### src/rtl/mem_load_ctrl_if.sv
// Handshake and bus-strobe bundle between the control unit (master) and the
// memory-load sequencer (slave).
interface mem_load_ctrl_if #(
    parameter int SEL_W = 6
);
    logic             start;
    logic             MFC;
    logic [SEL_W-1:0] Ri;
    logic [SEL_W-1:0] Rj;

    logic R0_read, R1_read, R2_read, R3_read, P0_read;
    logic R0_write, R1_write, R2_write, R3_write, P0_write;
    logic MAR_write;
    logic MEM_EN;
    logic MEM_RW;
    logic MDR_mem_write;
    logic MDR_read;
    logic busy;
    logic done;
    logic err;

    modport master (
        output start, MFC, Ri, Rj,
        input  R0_read, R1_read, R2_read, R3_read, P0_read,
        input  R0_write, R1_write, R2_write, R3_write, P0_write,
        input  MAR_write, MEM_EN, MEM_RW, MDR_mem_write, MDR_read,
        input  busy, done, err
    );

    modport slave (
        input  start, MFC, Ri, Rj,
        output R0_read, R1_read, R2_read, R3_read, P0_read,
        output R0_write, R1_write, R2_write, R3_write, P0_write,
        output MAR_write, MEM_EN, MEM_RW, MDR_mem_write, MDR_read,
        output busy, done, err
    );
endinterface

### src/rtl/mem_load_ctrl.sv
// Memory-load sequencer: Ri <- MEM[Rj] over the shared bus, Moore outputs only.
// Optional MFC-wait timeout with abort pulse is enabled by defining LOAD_TIMEOUT_EN.
module mem_load_ctrl #(
    parameter int SEL_W          = 6
`ifdef LOAD_TIMEOUT_EN
    ,
    parameter int CNT_W          = 8,
    parameter int TIMEOUT_CYCLES = 16
`endif
) (
    input  logic           clk,
    input  logic           reset,
    mem_load_ctrl_if.slave bus
);

`ifdef LOAD_TIMEOUT_EN
    typedef enum logic [2:0] {
        S_IDLE, S_ADDR, S_MEM, S_LATCH, S_WB, S_DONE, S_ERR
    } state_e;
`else
    typedef enum logic [2:0] {
        S_IDLE, S_ADDR, S_MEM, S_LATCH, S_WB, S_DONE
    } state_e;
`endif

    state_e           state_q, state_d;
    logic [SEL_W-1:0] ri_q, ri_d;
    logic [SEL_W-1:0] rj_q, rj_d;
    logic             mem_timeout;

`ifdef LOAD_TIMEOUT_EN
    logic [CNT_W-1:0] cnt_q, cnt_d;

    // Counter restarts while in ADDR so every MEM visit begins at zero.
    always_comb begin
        cnt_d = cnt_q;
        if (state_q == S_ADDR) begin
            cnt_d = '0;
        end else if (state_q == S_MEM && !bus.MFC) begin
            cnt_d = cnt_q + CNT_W'(1);
        end
    end

    always_ff @(posedge clk or posedge reset) begin
        if (reset) begin
            cnt_q <= '0;
        end else begin
            cnt_q <= cnt_d;
        end
    end

    assign mem_timeout = (cnt_q == CNT_W'(TIMEOUT_CYCLES - 1));
`else
    assign mem_timeout = 1'b0;
`endif

    always_ff @(posedge clk or posedge reset) begin
        if (reset) begin
            state_q <= S_IDLE;
            ri_q    <= '0;
            rj_q    <= '0;
        end else begin
            state_q <= state_d;
            ri_q    <= ri_d;
            rj_q    <= rj_d;
        end
    end

    always_comb begin
        state_d = state_q;
        ri_d    = ri_q;
        rj_d    = rj_q;
        case (state_q)
            S_IDLE: begin
                if (bus.start) begin
                    state_d = S_ADDR;
                    ri_d    = bus.Ri;
                    rj_d    = bus.Rj;
                end
            end
            S_ADDR:  state_d = S_MEM;
            S_MEM: begin
                // MFC on the final count cycle still completes the load.
                if (bus.MFC) begin
                    state_d = S_LATCH;
                end else if (mem_timeout) begin
`ifdef LOAD_TIMEOUT_EN
                    state_d = S_ERR;
`else
                    state_d = S_MEM;
`endif
                end
            end
            S_LATCH: state_d = S_WB;
            S_WB:    state_d = S_DONE;
            S_DONE:  state_d = S_IDLE;
`ifdef LOAD_TIMEOUT_EN
            S_ERR:   state_d = S_IDLE;
`endif
            default: state_d = S_IDLE;
        endcase
    end

    logic addr_ph, wb_ph;
    assign addr_ph = (state_q == S_ADDR);
    assign wb_ph   = (state_q == S_WB);

    // Select codes above 4 match no strobe, leaving the bus undriven or the data dropped.
    assign bus.R0_read  = addr_ph && (rj_q == SEL_W'(0));
    assign bus.R1_read  = addr_ph && (rj_q == SEL_W'(1));
    assign bus.R2_read  = addr_ph && (rj_q == SEL_W'(2));
    assign bus.R3_read  = addr_ph && (rj_q == SEL_W'(3));
    assign bus.P0_read  = addr_ph && (rj_q == SEL_W'(4));
    assign bus.R0_write = wb_ph && (ri_q == SEL_W'(0));
    assign bus.R1_write = wb_ph && (ri_q == SEL_W'(1));
    assign bus.R2_write = wb_ph && (ri_q == SEL_W'(2));
    assign bus.R3_write = wb_ph && (ri_q == SEL_W'(3));
    assign bus.P0_write = wb_ph && (ri_q == SEL_W'(4));

    assign bus.MAR_write     = addr_ph;
    assign bus.MEM_EN        = (state_q == S_MEM);
    assign bus.MEM_RW        = (state_q == S_MEM);
    assign bus.MDR_mem_write = (state_q == S_LATCH);
    assign bus.MDR_read      = wb_ph;
    assign bus.busy          = (state_q != S_IDLE);
`ifdef LOAD_TIMEOUT_EN
    assign bus.done          = (state_q == S_DONE) || (state_q == S_ERR);
    assign bus.err           = (state_q == S_ERR);
`else
    assign bus.done          = (state_q == S_DONE);
    assign bus.err           = 1'b0;
`endif

endmodule
### src/flat_wrapper.sv
// flat-port wrapper written by rule: the top's interface ports become plain ports
module mem_load_ctrl_flat 
#(
    parameter int SEL_W          = 6

)
  (clk, reset, bus_start, bus_MFC, bus_Ri, bus_Rj, bus_R0_read, bus_R1_read, bus_R2_read, bus_R3_read, bus_P0_read, bus_R0_write, bus_R1_write, bus_R2_write, bus_R3_write, bus_P0_write, bus_MAR_write, bus_MEM_EN, bus_MEM_RW, bus_MDR_mem_write, bus_MDR_read, bus_busy, bus_done, bus_err);
  mem_load_ctrl_if #(.SEL_W(SEL_W)) bus_i ();
  input  logic clk;
  input  logic reset;
  input wire logic [$bits(bus_i.start)-1:0] bus_start;
  input wire logic [$bits(bus_i.MFC)-1:0] bus_MFC;
  input wire logic [$bits(bus_i.Ri)-1:0] bus_Ri;
  input wire logic [$bits(bus_i.Rj)-1:0] bus_Rj;
  output wire logic [$bits(bus_i.R0_read)-1:0] bus_R0_read;
  output wire logic [$bits(bus_i.R1_read)-1:0] bus_R1_read;
  output wire logic [$bits(bus_i.R2_read)-1:0] bus_R2_read;
  output wire logic [$bits(bus_i.R3_read)-1:0] bus_R3_read;
  output wire logic [$bits(bus_i.P0_read)-1:0] bus_P0_read;
  output wire logic [$bits(bus_i.R0_write)-1:0] bus_R0_write;
  output wire logic [$bits(bus_i.R1_write)-1:0] bus_R1_write;
  output wire logic [$bits(bus_i.R2_write)-1:0] bus_R2_write;
  output wire logic [$bits(bus_i.R3_write)-1:0] bus_R3_write;
  output wire logic [$bits(bus_i.P0_write)-1:0] bus_P0_write;
  output wire logic [$bits(bus_i.MAR_write)-1:0] bus_MAR_write;
  output wire logic [$bits(bus_i.MEM_EN)-1:0] bus_MEM_EN;
  output wire logic [$bits(bus_i.MEM_RW)-1:0] bus_MEM_RW;
  output wire logic [$bits(bus_i.MDR_mem_write)-1:0] bus_MDR_mem_write;
  output wire logic [$bits(bus_i.MDR_read)-1:0] bus_MDR_read;
  output wire logic [$bits(bus_i.busy)-1:0] bus_busy;
  output wire logic [$bits(bus_i.done)-1:0] bus_done;
  output wire logic [$bits(bus_i.err)-1:0] bus_err;
  assign bus_i.start = bus_start;
  assign bus_i.MFC = bus_MFC;
  assign bus_i.Ri = bus_Ri;
  assign bus_i.Rj = bus_Rj;
  assign bus_R0_read = bus_i.R0_read;
  assign bus_R1_read = bus_i.R1_read;
  assign bus_R2_read = bus_i.R2_read;
  assign bus_R3_read = bus_i.R3_read;
  assign bus_P0_read = bus_i.P0_read;
  assign bus_R0_write = bus_i.R0_write;
  assign bus_R1_write = bus_i.R1_write;
  assign bus_R2_write = bus_i.R2_write;
  assign bus_R3_write = bus_i.R3_write;
  assign bus_P0_write = bus_i.P0_write;
  assign bus_MAR_write = bus_i.MAR_write;
  assign bus_MEM_EN = bus_i.MEM_EN;
  assign bus_MEM_RW = bus_i.MEM_RW;
  assign bus_MDR_mem_write = bus_i.MDR_mem_write;
  assign bus_MDR_read = bus_i.MDR_read;
  assign bus_busy = bus_i.busy;
  assign bus_done = bus_i.done;
  assign bus_err = bus_i.err;
  mem_load_ctrl #(.SEL_W(SEL_W)) u_core (.clk(clk), .reset(reset), .bus(bus_i));
endmodule
### config.mk
export PLATFORM = sky130hd
export DESIGN_NAME = mem_load_ctrl_flat
export DESIGN_NICKNAME = d
export VERILOG_FILES = /design/src/rtl/mem_load_ctrl_if.sv /design/src/rtl/mem_load_ctrl.sv /design/src/flat_wrapper.sv
export SDC_FILE = /design/constraint.sdc
export NUM_CORES = 1
export LEC_CHECK = 0
export ABC_CLOCK_PERIOD_IN_PS = 2520
export CORE_MARGIN = 5
export CORE_UTILIZATION = 44
export CTS_CLUSTER_SIZE = 25
export DETAILED_ROUTE_END_ITERATION = 7
export GPL_ROUTABILITY_DRIVEN = 1
export PLACE_DENSITY = 0.93
export RECOVER_POWER = 25
export SLEW_MARGIN = 10
export SYNTH_ARGS = -nofsm -noshare
export SYNTH_HDL_FRONTEND = slang
export SYNTH_SLANG_ARGS = --single-unit
### constraint.sdc
create_clock -name clk -period 2.52 [get_ports clk]
set_clock_uncertainty 0.05 [all_clocks]
set_input_delay 0.504 -clock clk [delete_from_list [all_inputs] [get_ports clk]]
set_output_delay 0.504 -clock clk [all_outputs]
set_load 0.02 [all_outputs]
# Word-level counts from Yosys, hierarchy flattened
# Cells that the tools add are included.
[classes]
eq_ne = 15
muxes = 3
reduce_logical = 16
[ops]
columns = ["operator", "n"]
rows = [
  ["equality test 6 x 2 -> 1 bit, second input constant", 4],
  ["one-hot mux 3 bit (5 select lines)", 1],
  ["equality test 6 x 1 -> 1 bit, second input constant", 2],
  ["equality test 6 x 3 -> 1 bit, second input constant", 2],
  ["zero test 6 bit", 2],
  ["logical AND 1 bit", 10],
  ["equality test 3 x 2 -> 1 bit, second input constant", 2],
  ["equality test 3 bit, second input constant", 2],
  ["2-to-1 mux 3 bit", 2],
  ["!= test 2 bit, second input constant", 2],
  ["AND reduction 2 bit", 2],
  ["equality test 3 x 1 -> 1 bit, second input constant", 1],
  ["zero test 3 bit", 1],
  ["nonzero test 3 bit", 1],
]
[word_totals]
register_bits = 15
output_inout_bits = 18
elab_cells = 37

# Depth between registers and ports, before layout
# Gate-level depths: netlist of run 1.
[logic_depth]
ltp_word = 3
ltp_mapped = 4
ltp_nobuf = 2

# Worst setup path before layout of run 1
# Ideal clock, no wire load.
[synth_timing]
kind = "flip-flop to output port"
startpoint = "register u_core.state_q[2]"
endpoint = "output bus_P0_read"
arrival_time_ns = 1.774
setup_slack_ns = 0.192
stages_incl_launch_ff = 4
path_buffers = 1
path_cell_list = "dfrtp_1 -> clkbuf_1 -> nor3b_2 -> nor4bb_1"
[synth_via]
elab_chain_cells = 2
[synth_rtl]
columns = ["item", "line", "source"]
rows = [
  ["start, declared", "mem_load_ctrl.sv:26", "state_e state_q, state_d;"],
  ["start signal, assigned", "mem_load_ctrl.sv:63", "state_q <= state_d;"],
  ["equality test 3 x 1 -> 1 bit", "mem_load_ctrl.sv:105", "assign addr_ph = (state_q == S_ADDR);"],
  ["net bus_MAR_write", "flat_wrapper.sv:25", "output wire logic [$bits(bus_i.MAR_write)-1:0] bus_MAR_write;"],
  ["logical AND 1 bit", "mem_load_ctrl.sv:113", "assign bus.P0_read = addr_ph && (rj_q == SEL_W'(4));"],
  ["end, declared", "flat_wrapper.sv:19", "output wire logic [$bits(bus_i.P0_read)-1:0] bus_P0_read;"],
]
# The timed path passes the listed nets, and every way through them passes these cells.

# Final worst setup path of run 1
[layout_timing]
startpoint = "register u_core.state_q[0]"
endpoint = "output bus_MDR_read"
[layout_via]
elab_chain_cells = 1
[layout_rtl]
columns = ["item", "line", "source"]
rows = [
  ["equality test 3 bit", "mem_load_ctrl.sv:106", "assign wb_ph = (state_q == S_WB);"],
  ["end, declared", "flat_wrapper.sv:29", "output wire logic [$bits(bus_i.MDR_read)-1:0] bus_MDR_read;"],
]
# No other way between the ends.

==> results of run 1 <==
[flip-flops by register name, summed over array words and instances, names as in the netlist]
signal,flops
u_core.ri_q,6
u_core.rj_q,6
u_core.state_q,3
[where the power goes]
part           internal, uW  switching (uW)
Clock                  58.8            74.5
Combinational           316             277
Sequential              364             113
[cell type report]
class | count | area (um^2)
fill | 138 | 566
timing repair buffer | 36 | 327
multi-input combinational | 43 | 389
sequential | 15 | 375
clock inverter | 1 | 5.00
clock buffer | 3 | 22.5
inverter | 3 | 11.3
tap | 25 | 31.3
[metal layers]
metal	global-route usage, %	part of all wire (%)	up-vias
met5	0	0	-
met4	7.66	1.5	0
met3	2.85	4.6	2
met2	30.0	55	17
met1	16.2	39	291
li1	-	-	309
[cell families after synthesis]
logic type / Yosys count
compound gates: 2
buf+inv: 9
flops: 15
other cells: 1
mux: 12
simple gates: 28
[cells in the mapped netlist, drive strengths merged]
library cell	n
inv	3
or3b	2
nor3b	2
a21oi	1
nor2b	1
and3b	2
conb	1
mux2	12
clkbuf	1
o21bai	1
nand2b	2
dfrtp	15
or4b	1
nor4b	2
nand3b	1
nor4bb	2
nor3	3
buf	5
nor4	5
or4	1
nand2	1
or3	2
or2	1
[worst paths after layout]
check | start | to | slack, ns
max | u_core.state_q[0] | bus_MDR_read | 0.07
min reg2reg | u_core.rj_q[5] | u_core.rj_q[5] | 0.46
min in group asynchronous | reset | u_core.ri_q[2] | 0.65
max in group asynchronous | reset | u_core.rj_q[1] | 1.40
max reg2reg | u_core.state_q[0] | u_core.ri_q[5] | 0.90
min | u_core.rj_q[5] | u_core.rj_q[5] | 0.46
[metrics by stage]
step / hold WS (ns) / setup TNS (ns) / std cells
finish: 0.458 / 0 / 126
global route: 0.498 / -0.000138 / 126
CTS: 0.464 / 0 / 126
detailed placement: 0.440 / 0 / 122
global placement: 0.429 / 0 / 122
floorplan: 0.355 / 0 / 67
[repair_timing]
| action | CTS | global route |
|---|---|---|
| resized for setup | 10 | 10 |
| setup endpoints to repair | 10 | 5 |
| endpoints found under the hold margin | 0 | 0 |
==> flow_results.xml, run 1 <==
<?xml version="1.0" encoding="UTF-8"?>
<metrics>
  <group name="placed_design">
    <metric name="port_buffer_count" unit="">32</metric>
    <metric name="placement.cell_area" unit="mm^2">0.00115</metric>
    <metric name="dpl_worst_slack" unit="ns">0.0596</metric>
    <metric name="final_estimated_routing_congestion_in_global_placement" unit="">0.789</metric>
  </group>
  <group name="clock_network">
    <metric name="cts_tree" unit="">done</metric>
    <metric name="numClockSinks" unit="">15</metric>
    <metric name="clk_root_buffer_cell" unit="">sky130_fd_sc_hd__clkbuf_4</metric>
    <metric name="numCtsBuffers" unit="">3</metric>
    <metric name="worst_setup_hold_path_clk_slew" unit="ns">0.09</metric>
    <metric name="clock_tree.buffer_depth" unit="">2</metric>
    <metric name="worst_skew_pair.late_latency" unit="ns">0.27</metric>
    <metric name="holdBufCountCts" unit="">0</metric>
    <metric name="cts_h_tree_depth" unit="">1</metric>
    <metric name="post_cts_repair_setup_buffers" unit="">0</metric>
  </group>
  <group name="floorplan">
    <metric name="top_level_ports" unit="">34</metric>
    <metric name="start_util" unit="%">46.7</metric>
    <metric name="die_outline_area" unit="mm^2">0.00279</metric>
    <metric name="core_region_area" unit="mm^2">0.00173</metric>
    <metric name="placement_rows" unit="">15</metric>
    <metric name="die_outline_width" unit="um">52.8</metric>
    <metric name="die-height" unit="um">52.8</metric>
  </group>
  <group name="setup_path">
    <metric name="path_buf_inv" unit="">2</metric>
    <metric name="crit_family" unit="">buffers and inverters</metric>
    <metric name="cp_data_required_time" unit="ns">1.97</metric>
    <metric name="critical_path_depth" unit="">3</metric>
    <metric name="timing.setup.critical_path_class" unit="">register to primary output</metric>
    <metric name="critical_path.endpoint_type" unit="">primary output</metric>
    <metric name="path_depth_of_the_worst_reg2reg_path" unit="">4</metric>
    <metric name="critPathArrivalTime" unit="ns">1.90</metric>
    <metric name="critPathLaunchType" unit="">register</metric>
    <metric name="crit_path_cell_trace" unit="">or3b_1 &gt; inv_2 &gt; clkdlybuf4s50_1</metric>
    <metric name="crit_path_max_fanout" unit="">7</metric>
    <metric name="critical-path-max-stage-delay" unit="ns">0.60</metric>
    <metric name="critical_path.slowest_cell" unit="">sky130_fd_sc_hd__clkdlybuf4s50_1</metric>
  </group>
  <group name="cells_and_area">
    <metric name="num_antenna_cells" unit="">0</metric>
    <metric name="syn_to_final_growth" unit="%">43.9</metric>
    <metric name="top_library_cells_by_usage_in_the_layout_fill_and_taps_aside" unit="">sky130_fd_sc_hd__clkdlybuf4s50_1 (20), sky130_fd_sc_hd__dfrtp_1 (15), sky130_fd_sc_hd__mux2_1 (12)</metric>
    <metric name="final_nets" unit="">118</metric>
    <metric name="layout_cell_share_with_drive_strength_beyond_1" unit="%">19.8</metric>
    <metric name="post_layout_inst_area" unit="mm^2">0.00116</metric>
    <metric name="layout_commonest_cell" unit="">sky130_fd_sc_hd__clkdlybuf4s50_1</metric>
    <metric name="final_util" unit="%">67.2</metric>
  </group>
  <group name="worst_hold_path">
    <metric name="hold_path_depth" unit="">1</metric>
    <metric name="hold_path_class" unit="">register to register</metric>
  </group>
  <group name="global_routing">
    <metric name="global_route.usage.total" unit="%">15.8</metric>
    <metric name="first_global_vias" unit="">684</metric>
    <metric name="antenna_found_initial" unit="">0</metric>
    <metric name="overflow" unit="">0</metric>
    <metric name="grt_pass1_wl" unit="um">3190</metric>
    <metric name="largest_net_degree_at_the_start_of_global_routing" unit="">16</metric>
  </group>
  <group name="sta">
    <metric name="timing.final.crit_period" unit="ns">2.45</metric>
    <metric name="maxSlewViolCount" unit="">0</metric>
    <metric name="timing.fmax" unit="GHz">0.408</metric>
    <metric name="setup_violations" unit="">0</metric>
    <metric name="unrepaired_setup_endpoints_after_global_routing" unit="">yes</metric>
    <metric name="timing.final.hold_violations" unit="">0</metric>
    <metric name="final_critical_path_setup_slack" unit="ns">0.0690</metric>
    <metric name="tightest_slew" unit="ns">0.561</metric>
    <metric name="slew_headroom" unit="%">62.6</metric>
    <metric name="period_share" unit="%">97.3</metric>
  </group>
  <group name="route">
    <metric name="drcViolationCount" unit="">0</metric>
    <metric name="dr.pass1.iters" unit="">3</metric>
    <metric name="via_count" unit="">619</metric>
    <metric name="routed_wirelength" unit="um">1860</metric>
    <metric name="avgViaCountPerCell" unit="">4.91</metric>
    <metric name="detail-route-antenna-nets" unit="">0</metric>
    <metric name="detail_route.wl_per_cell" unit="um">14.7</metric>
    <metric name="drt_iter0_markers" unit="">2</metric>
  </group>
  <group name="power">
    <metric name="power.density" unit="mW/mm^2">1040</metric>
    <metric name="power.leakage" unit="uW">0.000515</metric>
    <metric name="p_total" unit="uW">1200</metric>
    <metric name="vdd_drop_max" unit="uV">584</metric>
  </group>
  <group name="logic_synthesis">
    <metric name="synth.avg_cell_area" unit="um^2">12.0</metric>
    <metric name="synth_nets" unit="">83</metric>
    <metric name="synth-seq-area-share" unit="%">46.5</metric>
    <metric name="post_syn_area" unit="um^2">807</metric>
    <metric name="synthesized_area_fraction_occupied_by_xor_and_xnor_cells" unit="%">0</metric>
    <metric name="post_synth_and_or_nand_nor_area_fraction" unit="%">28.8</metric>
    <metric name="synth_top_family_by_area" unit="">simple AND/OR/NAND/NOR gates</metric>
    <metric name="synth_area_leader_cell" unit="">sky130_fd_sc_hd__dfrtp_1</metric>
    <metric name="synth_seq_cells" unit="">15</metric>
    <metric name="yosys.cell_types.count" unit="">28</metric>
    <metric name="synth_compound_gate_area_share" unit="%">1.55</metric>
    <metric name="post_synth_mux_area_share" unit="%">16.7</metric>
    <metric name="synth.top_cell.area_share" unit="%">46.5</metric>
    <metric name="postSynthCellCount" unit="">67</metric>
    <metric name="synth-adder-area-share" unit="%">0</metric>
    <metric name="yosys_warnings" unit="">0</metric>
    <metric name="synthTopCellsByArea" unit="">sky130_fd_sc_hd__dfrtp_1 (47%), sky130_fd_sc_hd__mux2_1 (17%), sky130_fd_sc_hd__nor4_1 (3.9%)</metric>
  </group>
  <group name="outcome">
    <metric name="outcome" unit="">complete, no violations</metric>
  </group>
  <group name="job">
    <metric name="cap_viol_max_count" unit="">0</metric>
  </group>
</metrics>
Note: power is estimated with default switching activity, not from simulation.
==> run 2, diff against run 1 <==
--- a/config.mk
+++ b/config.mk
@@ -5,13 +5,12 @@
 export SDC_FILE = /design/constraint.sdc
 export NUM_CORES = 1
 export LEC_CHECK = 0
-export ABC_CLOCK_PERIOD_IN_PS = 2520
 export CORE_MARGIN = 5
-export CORE_UTILIZATION = 44
+export CORE_UTILIZATION = 41
 export CTS_CLUSTER_SIZE = 25
 export DETAILED_ROUTE_END_ITERATION = 7
 export GPL_ROUTABILITY_DRIVEN = 1
-export PLACE_DENSITY = 0.93
+export PLACE_DENSITY = 0.89
 export RECOVER_POWER = 25
 export SLEW_MARGIN = 10
 export SYNTH_ARGS = -nofsm -noshare
==> constraint.sdc (replaced) <==
create_clock -name clk -period 2.55 [get_ports clk]
set_clock_uncertainty 0.05 [all_clocks]
set_input_delay 0.765 -clock clk [delete_from_list [all_inputs] [get_ports clk]]
set_output_delay 0.765 -clock clk [all_outputs]
set_load 0.02 [all_outputs]
==> flow_results.xml, run 2 (synthesis gave the netlist of run 1 again) <==
<?xml version="1.0" encoding="UTF-8"?>
<metrics>
  <group name="route">
    <metric name="drt_iter0_markers" unit="">10</metric>
    <metric name="via_count" unit="">689</metric>
    <metric name="dr.pass1.iters" unit="">3</metric>
    <metric name="drcViolationCount" unit="">0</metric>
    <metric name="routed_wirelength" unit="um">1930</metric>
    <metric name="detail_route.wl_per_cell" unit="um">14.1</metric>
    <metric name="avgViaCountPerCell" unit="">5.03</metric>
    <metric name="detail-route-antenna-nets" unit="">0</metric>
  </group>
  <group name="setup_path">
    <metric name="cp_data_required_time" unit="ns">1.74</metric>
    <metric name="crit_path_max_fanout" unit="">4</metric>
    <metric name="critPathLaunchType" unit="">register</metric>
    <metric name="critPathArrivalTime" unit="ns">1.70</metric>
    <metric name="critical_path.endpoint_type" unit="">primary output</metric>
    <metric name="timing.setup.critical_path_class" unit="">register to primary output</metric>
  </group>
  <group name="clock_network">
    <metric name="worst_skew_pair.late_latency" unit="ns">0.29</metric>
    <metric name="clk_root_buffer_cell" unit="">sky130_fd_sc_hd__clkbuf_4</metric>
    <metric name="numClockSinks" unit="">15</metric>
    <metric name="worst_setup_hold_path_clk_slew" unit="ns">0.09</metric>
    <metric name="cts_h_tree_depth" unit="">1</metric>
    <metric name="holdBufCountCts" unit="">0</metric>
    <metric name="cts_tree" unit="">done</metric>
    <metric name="numCtsBuffers" unit="">3</metric>
    <metric name="clock_tree.buffer_depth" unit="">2</metric>
  </group>
  <group name="floorplan">
    <metric name="die_outline_area" unit="mm^2">0.00296</metric>
    <metric name="die_outline_width" unit="um">54.4</metric>
    <metric name="core_region_area" unit="mm^2">0.00192</metric>
    <metric name="die-height" unit="um">54.4</metric>
    <metric name="top_level_ports" unit="">34</metric>
    <metric name="placement_rows" unit="">16</metric>
    <metric name="start_util" unit="%">42.0</metric>
  </group>
  <group name="power">
    <metric name="power.share.sequential" unit="%">36.3</metric>
    <metric name="power.clock.fraction" unit="%">10.2</metric>
    <metric name="vdd_drop_max" unit="uV">544</metric>
    <metric name="cellInternalPower" unit="uW">805</metric>
    <metric name="share_comb_of_total_power" unit="%">53.5</metric>
    <metric name="power.leakage" unit="uW">0.000614</metric>
    <metric name="power.density" unit="mW/mm^2">1030</metric>
    <metric name="switching_power" unit="uW">528</metric>
    <metric name="p_total" unit="uW">1330</metric>
    <metric name="switching_share" unit="%">39.6</metric>
  </group>
  <group name="placed_design">
    <metric name="dpl_worst_slack" unit="ns">-0.161</metric>
    <metric name="placement.cell_area" unit="mm^2">0.00122</metric>
    <metric name="port_buffer_count" unit="">32</metric>
    <metric name="final_estimated_routing_congestion_in_global_placement" unit="">0.762</metric>
    <metric name="dp_hpwl" unit="um">1360</metric>
  </group>
  <group name="global_routing">
    <metric name="overflow" unit="">0</metric>
    <metric name="grt_pass1_wl" unit="um">2950</metric>
    <metric name="largest_net_degree_at_the_start_of_global_routing" unit="">16</metric>
    <metric name="global_route.usage.total" unit="%">14.8</metric>
    <metric name="first_global_vias" unit="">638</metric>
    <metric name="antenna_found_initial" unit="">0</metric>
  </group>
  <group name="sta">
    <metric name="timing.final.hold_violations" unit="">0</metric>
    <metric name="timing.final.crit_period" unit="ns">2.52</metric>
    <metric name="timing.fmax" unit="GHz">0.397</metric>
    <metric name="unrepaired_setup_endpoints_after_global_routing" unit="">yes</metric>
    <metric name="final_critical_path_setup_slack" unit="ns">0.0312</metric>
    <metric name="period_share" unit="%">98.8</metric>
    <metric name="maxSlewViolCount" unit="">0</metric>
    <metric name="slew_headroom" unit="%">62.9</metric>
    <metric name="setup_violations" unit="">0</metric>
    <metric name="tns" unit="ns">0</metric>
    <metric name="tightest_slew" unit="ns">0.556</metric>
  </group>
  <group name="worst_hold_path">
    <metric name="hold_path_class" unit="">register to register</metric>
  </group>
  <group name="cells_and_area">
    <metric name="post_layout_inst_area" unit="mm^2">0.00129</metric>
    <metric name="final_nets" unit="">127</metric>
    <metric name="layout_commonest_cell" unit="">sky130_fd_sc_hd__buf_4</metric>
    <metric name="largestRegisters" unit="">u_core.ri_q x6, u_core.rj_q x6, u_core.state_q x3</metric>
    <metric name="top_library_cells_by_usage_in_the_layout_fill_and_taps_aside" unit="">sky130_fd_sc_hd__buf_4 (19), sky130_fd_sc_hd__clkdlybuf4s50_1 (15), sky130_fd_sc_hd__dfrtp_1 (15)</metric>
    <metric name="syn_to_final_growth" unit="%">60.3</metric>
    <metric name="num_antenna_cells" unit="">0</metric>
    <metric name="layout_cell_share_with_drive_strength_beyond_1" unit="%">39.1</metric>
  </group>
  <group name="job">
    <metric name="cap_viol_max_count" unit="">0</metric>
  </group>
  <group name="outcome">
    <metric name="outcome" unit="">complete, no violations</metric>
  </group>
</metrics>
==> run 2: changes by cell type in the layout (fill, tap and decap cells not counted), sizes merged, moves of 2 or more <==
cell / change
clkbuf: -3
clkdlybuf4s50: -5
dlygate4sd2: -3
dlygate4sd3: -2
dlymetal6s2s: +2
buf: +19
==> run 2: cell type report <==
cell class                      instances  area, um^2
Clock buffer                            3        22.5
Clock inverter                          1        5.00
Fill cell                             157         628
Inverter                                3        11.3
Multi-Input combinational cell         43         463
Sequential cell                        15         375
Tap cell                               27        33.8
Timing Repair Buffer                   45         383
==> run 2: worst paths after layout <==
| kind | cells past startpoint | startpoint | slack, ns | to |
|---|---|---|---|---|
| max in group asynchronous | 2 | reset | 1.32 | u_core.ri_q[0] |
| worst min register to register | 1 | u_core.rj_q[5] | 0.46 | u_core.rj_q[5] |
| worst max register to register | 4 | u_core.state_q[2] | 0.95 | u_core.ri_q[1] |
| worst min-delay path | 1 | u_core.rj_q[5] | 0.46 | u_core.rj_q[5] |
| min in group asynchronous | 2 | reset | 0.77 | u_core.ri_q[5] |
| worst max-delay path | 3 | u_core.rj_q[3] | 0.03 | bus_R0_read |
==> run 2: what timing repair did <==
item	CTS	global route
resized for setup	57	18
endpoints found under the setup margin	15	9
setup buffers	0	1
==> run 2: through the flow <==
step                hold WS, ns  instances  utilization, %
finish                    0.459        137            67.3
global route              0.483        137            67.3
CTS                       0.463        136            63.0
detailed placement        0.438        132            63.5
global placement          0.429        132            63.5
floorplan                 0.415         67               -
==> run 2: metal layers <==
metal	share of wire, %	track usage, %
met1	42	17.6
met2	51	22.7
met3	3.8	2.18
met4	3.5	13.3
met5	0	0
==> run 2: worst max-delay path, cell delays in order, from the launching register on <==
cell                      delay (ns)
sky130_fd_sc_hd__dfrtp_1        0.42
sky130_fd_sc_hd__or4b_4         0.57
sky130_fd_sc_hd__nor4_2         0.24
sky130_fd_sc_hd__buf_4          0.19
==> run 2: power groups by stage <==
stage                     logic [uW]  registers, uW  clock network [uW]
after floorplan                  404            444                   0
after global placement           666            451                   0
after detailed placement         681            459                   0
after CTS                        662            458                 142
after global routing             777            503                 147
final                            713            484                 136
==> run 3, diff against run 2 <==
--- a/config.mk
+++ b/config.mk
@@ -9,7 +9,6 @@
 export CORE_UTILIZATION = 41
 export CTS_CLUSTER_SIZE = 25
 export DETAILED_ROUTE_END_ITERATION = 7
-export GPL_ROUTABILITY_DRIVEN = 1
 export PLACE_DENSITY = 0.89
 export RECOVER_POWER = 25
 export SLEW_MARGIN = 10
==> results of run 3 <==
Same layout as run 2: the final DEF is identical, and so are final timing and power.
